--- src/rtl/instr_fetch.sv ---
// LEGv8 fetch stage: PC register, one-word ready/ack fetch, registered instruction and next-PC selection.
// Build option: define FETCH_BR_EN to honour register-indirect branches (BR/br_reg).
//
// state | meaning
// FETCH | request outstanding at pc, waiting for imem_ack
// VALID | instr/instr_pc held for decode until id_ready
module instr_fetch #(
    parameter logic [63:0] RESET_PC = 64'h0
) (
    input  logic        clk,
    input  logic        rst_n,
    output logic        imem_req,
    output logic [63:0] imem_addr,
    input  logic        imem_ack,
    input  logic [31:0] imem_rdata,
    output logic [31:0] instr,
    output logic [63:0] instr_pc,
    output logic        instr_valid,
    input  logic        id_ready,
    input  logic        BrTaken,
    input  logic        UncondBr,
    input  logic        BR,
    input  logic [63:0] br_reg,
    output logic [63:0] pc_plus4
);

    typedef enum logic {
        FETCH = 1'b0,
        VALID = 1'b1
    } state_t;

    localparam logic [63:0] RESET_PC_ALIGNED = {RESET_PC[63:2], 2'b00};

    state_t      state;
    state_t      state_nxt;
    logic [63:0] pc;
    logic [63:0] pc_nxt;
    logic [31:0] instr_nxt;
    logic [63:0] instr_pc_nxt;
    logic        instr_valid_nxt;
    logic        req_fsm;
    logic [63:0] br_off;
    logic [63:0] target_pc;

    always_ff @(posedge clk or negedge rst_n) begin
        if (!rst_n) begin
            state       <= FETCH;
            pc          <= RESET_PC_ALIGNED;
            instr       <= 32'h0;
            instr_pc    <= 64'h0;
            instr_valid <= 1'b0;
        end else begin
            state       <= state_nxt;
            pc          <= pc_nxt;
            instr       <= instr_nxt;
            instr_pc    <= instr_pc_nxt;
            instr_valid <= instr_valid_nxt;
        end
    end

    // Offsets come from the registered instruction, so there is no loop through decode.
    always_comb begin
        if (UncondBr) begin
            br_off = {{36{instr[25]}}, instr[25:0], 2'b00};
        end else begin
            br_off = {{43{instr[23]}}, instr[23:5], 2'b00};
        end
    end

`ifdef FETCH_BR_EN
    logic [1:0] unused_br_lsb;
    assign unused_br_lsb = br_reg[1:0];

    always_comb begin
        if (BR) begin
            target_pc = {br_reg[63:2], 2'b00};
        end else if (BrTaken) begin
            target_pc = instr_pc + br_off;
        end else begin
            target_pc = instr_pc + 64'd4;
        end
    end
`else
    logic unused_br;
    assign unused_br = ^{BR, br_reg};

    always_comb begin
        if (BrTaken) begin
            target_pc = instr_pc + br_off;
        end else begin
            target_pc = instr_pc + 64'd4;
        end
    end
`endif

    always_comb begin
        state_nxt       = state;
        pc_nxt          = pc;
        instr_nxt       = instr;
        instr_pc_nxt    = instr_pc;
        instr_valid_nxt = instr_valid;
        req_fsm         = 1'b0;
        case (state)
            FETCH: begin
                req_fsm = 1'b1;
                if (imem_ack) begin
                    instr_nxt       = imem_rdata;
                    instr_pc_nxt    = pc;
                    instr_valid_nxt = 1'b1;
                    state_nxt       = VALID;
                end
            end
            VALID: begin
                // Branch inputs are only looked at here, so garbage while stalled is harmless.
                if (id_ready) begin
                    pc_nxt          = target_pc;
                    instr_valid_nxt = 1'b0;
                    state_nxt       = FETCH;
                end
            end
            default: begin
                state_nxt = FETCH;
            end
        endcase
    end

    // Gating with rst_n drops the request immediately when reset asserts mid-fetch.
    assign imem_req  = req_fsm & rst_n;
    assign imem_addr = pc;
    assign pc_plus4  = instr_pc + 64'd4;

endmodule

--- config.mk ---
export PLATFORM = sky130hd
export DESIGN_NAME = instr_fetch
export DESIGN_NICKNAME = d
export VERILOG_FILES = /design/src/rtl/instr_fetch.sv
export SDC_FILE = /design/constraint.sdc
export NUM_CORES = 1
export LEC_CHECK = 0
export ABC_AREA = 1
export ABC_CLOCK_PERIOD_IN_PS = 7200
export CAP_MARGIN = 5
export CORE_MARGIN = 2
export CORE_UTILIZATION = 27
export DETAILED_ROUTE_END_ITERATION = 8
export HOLD_SLACK_MARGIN = 0.03
export PLACE_DENSITY = 0.55
export SKIP_LAST_GASP = 1
export SLEW_MARGIN = 15
export SYNTH_ARGS = -nofsm -noshare
export SYNTH_HDL_FRONTEND = slang
export SYNTH_SLANG_ARGS = --single-unit
--- constraint.sdc ---
create_clock -name clk -period 7.2 [get_ports clk]
set_input_delay 1.8 -clock clk [delete_from_list [all_inputs] [get_ports clk]]
set_output_delay 1.8 -clock clk [all_outputs]
set_load 0.03 [all_outputs]
==> flow_metrics.py, run 1 <==
metrics = {
    "logic_synthesis": {
        "yosys.area.top_type": "dfrtp_1",
        "yosysTopAreaCellShare": 0.288,
        "synth_cells": 2298,
        "synthTopCellsByArea": "dfrtp_1 (29%), nand2_1 (21%), inv_1 (9.9%), nor2_1 (6.4%), ha_1 (5.5%)",
        "synth_edf_count": 0,
        "avgSynthCellArea_sq_um": 6.12,
        "async_flop_share": 1.00,
        "synth_area_sq_um": 14100,
        "ys_types": 42,
        "syn_nets": 2464,
        "yosysSeqAreaShare": 0.288,
        "ys_ff_latch": 162,
        "yosys_warnings": 0,
        "ys.flop_type": "dfrtp_1",
    },
    "clock_network": {
        "post_cts_resized": 0,
        "cts_setup_buffers": 0,
        "cts_num_sinks": 162,
        "postCtsHoldBufs": 0,
        "cts_max_level": 4,
        "cts_made_buffers": 17,
        "cts_buffer_depth": 2,
        "clk_pin_slew_ps": 80,
        "root_buffer": "clkbuf_16",
        "cts_tree": "yes",
        "worstSkewPairLatency_ps": 490,
    },
    "timing": {
        "fmax_mhz": 171,
        "finalMaxSlewViolations": 0,
        "tightest_slew_ps": 1040,
        "maxSlewHeadroom": 0.305,
        "finalCritPeriodShare": 0.812,
        "hold_viol_final": 0,
        "rsz0062_at_grt": "no",
        "finalSetupViolCount": 0,
        "whs_ps": 509,
        "setup_tns_ps": 0,
        "skew_ps": 21.1,
        "period_needed_ps": 5850,
    },
    "die": {
        "die_height_um": 232,
        "die_w_um": 232,
        "initial_core_util": 0.273,
        "rows": 83,
        "die-area_sq_um": 53900,
        "core_area_sq_um": 51400,
        "io_pins": 329,
    },
    "job": {
        "max-cap-violations": 0,
    },
    "run_status": {
        "status": "completed",
    },
    "setup_path": {
        "worstPathRequired_ps": 5400,
        "worst_path_max_delay_cell": "clkdlybuf4s50_1",
        "end_kind": "output port",
        "path_common_cell": "nand2_1",
        "path_cells": "ha_1, nand2_1, nor2_2, nand3_1, inv_1, nand2_1, xor2_1, clkdlybuf4s50_1",
        "path_max_fanout": 10,
        "path_class": "flip-flop to output port",
        "max_stage_delay_ps": 800,
        "cp-start-kind": "flip-flop",
        "critPathArrivalTime_ps": 4050,
    },
    "grt": {
        "antenna_found_initial": 0,
        "grt_max_degree": 99,
        "grt-ovfl-total": 0,
        "track_usage": 0.251,
        "grt_pass1_wl_mm": 98.9,
        "grt_pass1_vias": 15281,
    },
    "finish": {
        "final_util": 0.351,
        "final_common_cell": "nand2_1",
        "final_cell_mix": "nand2_1 (786), inv_1 (372), clkdlybuf4s50_1 (261)",
        "final_cells": 3233,
        "drive_gt1_frac": 0.0411,
        "area_growth_pct": 28.3,
        "diodes": 0,
        "layout.nets": 2706,
        "post-route-cell-area_sq_um": 18000,
    },
    "place": {
        "dp_cells": 3201,
        "hpwlAfterDp_mm": 55.6,
        "io_buffers": 263,
        "gp_congestion": 0.956,
        "dpl_cell_area_sq_um": 17400,
    },
    "drt": {
        "vias_per_cell": 4.91,
        "wirelength_mm": 67.5,
        "wl_met3_mm": 4.28,
        "vias": 15869,
        "met2_length_mm": 30.4,
        "dr.first_iter.drc_count": 1470,
        "wire_per_inst_um": 20.9,
        "ant_nets": 0,
        "dr.max_layer_used": "met4",
        "drt-met1-wl_mm": 30.8,
        "first_pass_iters": 6,
        "drc": 0,
    },
    "power": {
        "seqPwrFrac": 0.210,
        "pwr_density_cell_nw_per_um2": 513,
        "clockPowerShare": 0.106,
        "sw_frac_of_total": 0.577,
        "p_leak_nw": 9.07,
        "vdd_drop_max_uv": 269,
        "switching_power_mw": 5.33,
        "p_int_mw": 3.91,
        "combPwrFrac": 0.683,
    },
    "min_path": {
        "hold_path.class": "flip-flop to flip-flop",
    },
}
cell families after synthesis:
| logic type | after synthesis | synth area share |
|---|---|---|
| AOI/OAI and AO/OA | 278 | 0.106 |
| xor gates and xnor gates | 61 | 0.0380 |
| adders and majority gates | 63 | 0.0566 |
| buffers and inverters | 431 | 0.117 |
| DFF | 162 | 0.288 |
| muxes | 27 | 0.0216 |
| and+or+nand+nor | 1276 | 0.373 |
routing by layer:
layer | track usage | vias to the layer above
met1 | 0.349 | 7536
met2 | 0.400 | 547
li1 | - | 7697
met5 | 0 | -
met3 | 0.0322 | 89
met4 | 0.0857 | 0
power groups by stage:
| stage | Clock [mW] | Combinational (mW) | Sequential [mW] |
|---|---|---|---|
| floorplan | 0 | 3.08 | 2.37 |
| global placement | 0 | 6.23 | 1.93 |
| detailed placement | 0 | 6.23 | 1.93 |
| CTS | 1.00 | 6.27 | 1.92 |
| global route | 1.03 | 6.82 | 1.99 |
| finish | 0.982 | 6.32 | 1.94 |
layout make-up:
cell class / count / area, sq um
clock buffers: 17 / 425
multi-input cells: 1705 / 8370
flip-flops and latches: 162 / 4050
well taps: 680 / 851
fillers: 5620 / 33400
inverters: 379 / 1420
clock inverters: 15 / 169
repair buffers: 275 / 2730
per-stage QoR:
| step | power, mW | setup WS, ps |
|---|---|---|
| global placement | 8.15 | 1300 |
| detailed placement | 8.16 | 1260 |
| CTS | 9.19 | 1390 |
| finish | 9.24 | 1350 |
| floorplan | 5.46 | 2470 |
| global route | 9.84 | 1200 |
cell usage after synthesis (all sizes together), types with 18 or more instances:
library cell,instances
a21oi,118
clkbuf,40
dfrtp,162
ha,62
inv,377
mux2,27
nand2,792
nand3,141
nand4,27
nor2,253
nor3,48
o21ai,118
o21bai,18
xnor2,30
xor2,31
flip-flops by register name, indices dropped and copies added, names as in the netlist:
name and cells:
instr_valid 1, instr 32, instr_pc 64, imem_addr 64, state 1
final timing paths:
kind	startpoint	cells after the start	slack (ps)	to
max	instr_pc[2]	8	1350	pc_plus4[30]
min	instr[31]	1	510	instr[31]
max reg2reg	instr[23]	15	3270	imem_addr[49]
min reg2reg	instr[31]	1	510	instr[31]
max in group asynchronous	rst_n	2	4740	imem_addr[58]
min in group asynchronous	rst_n	1	1150	imem_addr[2]
worst max-delay path: cells and delay by family, from the launching register on:
| kind | cells | cell delay (ps) |
|---|---|---|
| adders and majority gates | 1 | 440 |
| buffers and inverters | 2 | 1080 |
| xor gates and xnor gates | 1 | 540 |
| DFF | 1 | 620 |
| and+or+nand+nor | 4 | 880 |
No activity file was read; power rests on OpenSTA's default activity.
==> run 2: changes to the inputs <==
--- a/config.mk
+++ b/config.mk
@@ -6,7 +6,7 @@
 export NUM_CORES = 1
 export LEC_CHECK = 0
 export ABC_AREA = 1
-export ABC_CLOCK_PERIOD_IN_PS = 7200
+export ABC_CLOCK_PERIOD_IN_PS = 5700
 export CAP_MARGIN = 5
 export CORE_MARGIN = 2
 export CORE_UTILIZATION = 27
==> constraint.sdc (replaced) <==
create_clock -name clk -period 5.7 [get_ports clk]
set_input_delay 1.425 -clock clk [delete_from_list [all_inputs] [get_ports clk]]
set_output_delay 1.425 -clock clk [all_outputs]
set_load 0.03 [all_outputs]
==> flow_metrics.py, run 2 (same netlist as run 1, synthesis figures left out) <==
metrics = {
    "run_status": {
        "status": "completed",
    },
    "timing": {
        "skew_ps": 23.0,
        "whs_ps": 505,
        "worst_slack_ps": 477,
        "hold_viol_final": 0,
        "finalMaxSlewViolations": 0,
        "finalSetupViolCount": 0,
        "tightest_slew_ps": 890,
        "period_needed_ps": 5220,
        "fmax_mhz": 191,
        "finalCritPeriodShare": 0.916,
        "setup_tns_ps": 0,
        "maxSlewHeadroom": 0.407,
        "rsz0062_at_grt": "no",
    },
    "finish": {
        "final_common_cell": "nand2_1",
        "final_cell_mix": "nand2_1 (786), inv_1 (372), clkdlybuf4s50_1 (261)",
        "final_cells": 3235,
        "diodes": 0,
        "drive_gt1_frac": 0.0415,
        "area_growth_pct": 28.1,
        "layout.nets": 2708,
        "fillCellCount": 5657,
        "final_util": 0.350,
    },
    "die": {
        "initial_core_util": 0.273,
        "die_height_um": 232,
        "die_w_um": 232,
        "core_area_sq_um": 51400,
        "io_pins": 329,
        "die-area_sq_um": 53900,
        "rows": 83,
    },
    "clock_network": {
        "worstSkewPairLatency_ps": 480,
        "cts_setup_buffers": 0,
        "root_buffer": "clkbuf_16",
        "postCtsHoldBufs": 0,
        "cts_max_level": 4,
        "cts_buffer_depth": 2,
        "clk_pin_slew_ps": 70,
        "cts_made_buffers": 17,
        "cts_num_sinks": 162,
        "cts_tree": "yes",
        "post_cts_resized": 0,
    },
    "setup_path": {
        "worstPathRequired_ps": 4280,
        "path_buf_inv": 1,
        "path_class": "flip-flop to output port",
        "cp-start-kind": "flip-flop",
        "end_kind": "output port",
        "reg2reg_slack_ps": 2410,
        "max_stage_delay_ps": 790,
        "critPathArrivalTime_ps": 3800,
        "crit_path_start": "instr_pc[8]",
        "path_depth": 6,
        "cp-endpoint": "pc_plus4[27]",
        "reg2reg_depth": 13,
        "worstReg2RegStart": "instr[23]",
        "path_max_fanout": 6,
        "crit_family": "simple AND/OR/NAND/NOR gates",
        "rr_endpoint": "imem_addr[37]",
        "worst_path_max_delay_cell": "clkdlybuf4s50_1",
        "path_cells": "nand2_1, nor2_2, nand3_1, nor3_2, xor2_1, clkdlybuf4s50_1",
    },
    "job": {
        "max-cap-violations": 0,
    },
    "drt": {
        "first_pass_iters": 6,
        "drc": 0,
        "vias": 15835,
        "wirelength_mm": 67.9,
        "vias_per_cell": 4.89,
        "wire_per_inst_um": 21.0,
        "ant_nets": 0,
        "dr.first_iter.drc_count": 1320,
    },
    "grt": {
        "grt_pass1_wl_mm": 98.2,
        "antenna_found_initial": 1,
        "grt-ovfl-total": 0,
        "grt_max_degree": 75,
        "grt_pass1_vias": 15188,
        "track_usage": 0.251,
    },
    "power": {
        "vdd_drop_max_uv": 358,
        "p_leak_nw": 9.07,
        "pwr_density_cell_nw_per_um2": 643,
    },
    "min_path": {
        "hold_path.class": "flip-flop to flip-flop",
        "hold_start": "instr[30]",
    },
    "place": {
        "hpwlAfterDp_mm": 55.9,
        "io_buffers": 263,
        "dp_cells": 3203,
        "dp_slack_ps": 738,
        "gp_congestion": 0.980,
    },
}
## run 2: changes by cell type in the layout (fill, tap and decap cells not counted)
cell       delta
bufinv_16     -2
buf_4         +1
clkinv_4      +1
clkbuf_8      +2
buf_12        +1
clkbuf_1      +1
inv_8         -2
## run 2: where the power goes
| part | switching, mW | leakage [nW] | internal (mW) |
|---|---|---|---|
| Clock | 0.556 | 0.274 | 0.588 |
| Sequential | 0.837 | 1.93 | 1.61 |
| Combinational | 5.32 | 6.87 | 2.67 |
| Total | 6.71 | 9.07 | 4.87 |
## run 2: metrics by stage
step / area [sq um] / power (mW)
2_1_floorplan: 14100 / 6.89
3_3_place_gp: 17500 / 10.3
3_5_place_dp: 17500 / 10.3
4_1_cts: 18000 / 11.5
5_1_grt: 18000 / 12.3
6_report: 18000 / 11.6
## run 2: worst min-delay path by stage
stage	end	slack (ps)	cells past startpoint
after global routing	instr[31]	520	1
after floorplan	instr_pc[0]	520	2
after detailed placement	instr[30]	490	1
after CTS	instr[30]	510	1
final	instr[30]	500	1
after global placement	instr[26]	490	1
## run 2: layer usage
metal	routed length, um	GRT usage	up-vias
met5	0	0	-
met4	1520	0.0657	0
met3	4470	0.0398	63
met2	30700	0.401	546
met1	31300	0.349	7525
li1	-	-	7701
## run 2: cell type report
cell class / count / area [sq um] / area share
Sequential cell: 162 / 4050 / 0.225
Multi-Input combinational cell: 1705 / 8370 / 0.465
Clock inverter: 12 / 95.1 / 0.00528
Timing Repair Buffer: 277 / 2760 / 0.153
Tap cell: 680 / 851 / 0.0472
Inverter: 379 / 1420 / 0.0790
Clock buffer: 20 / 457 / 0.0254
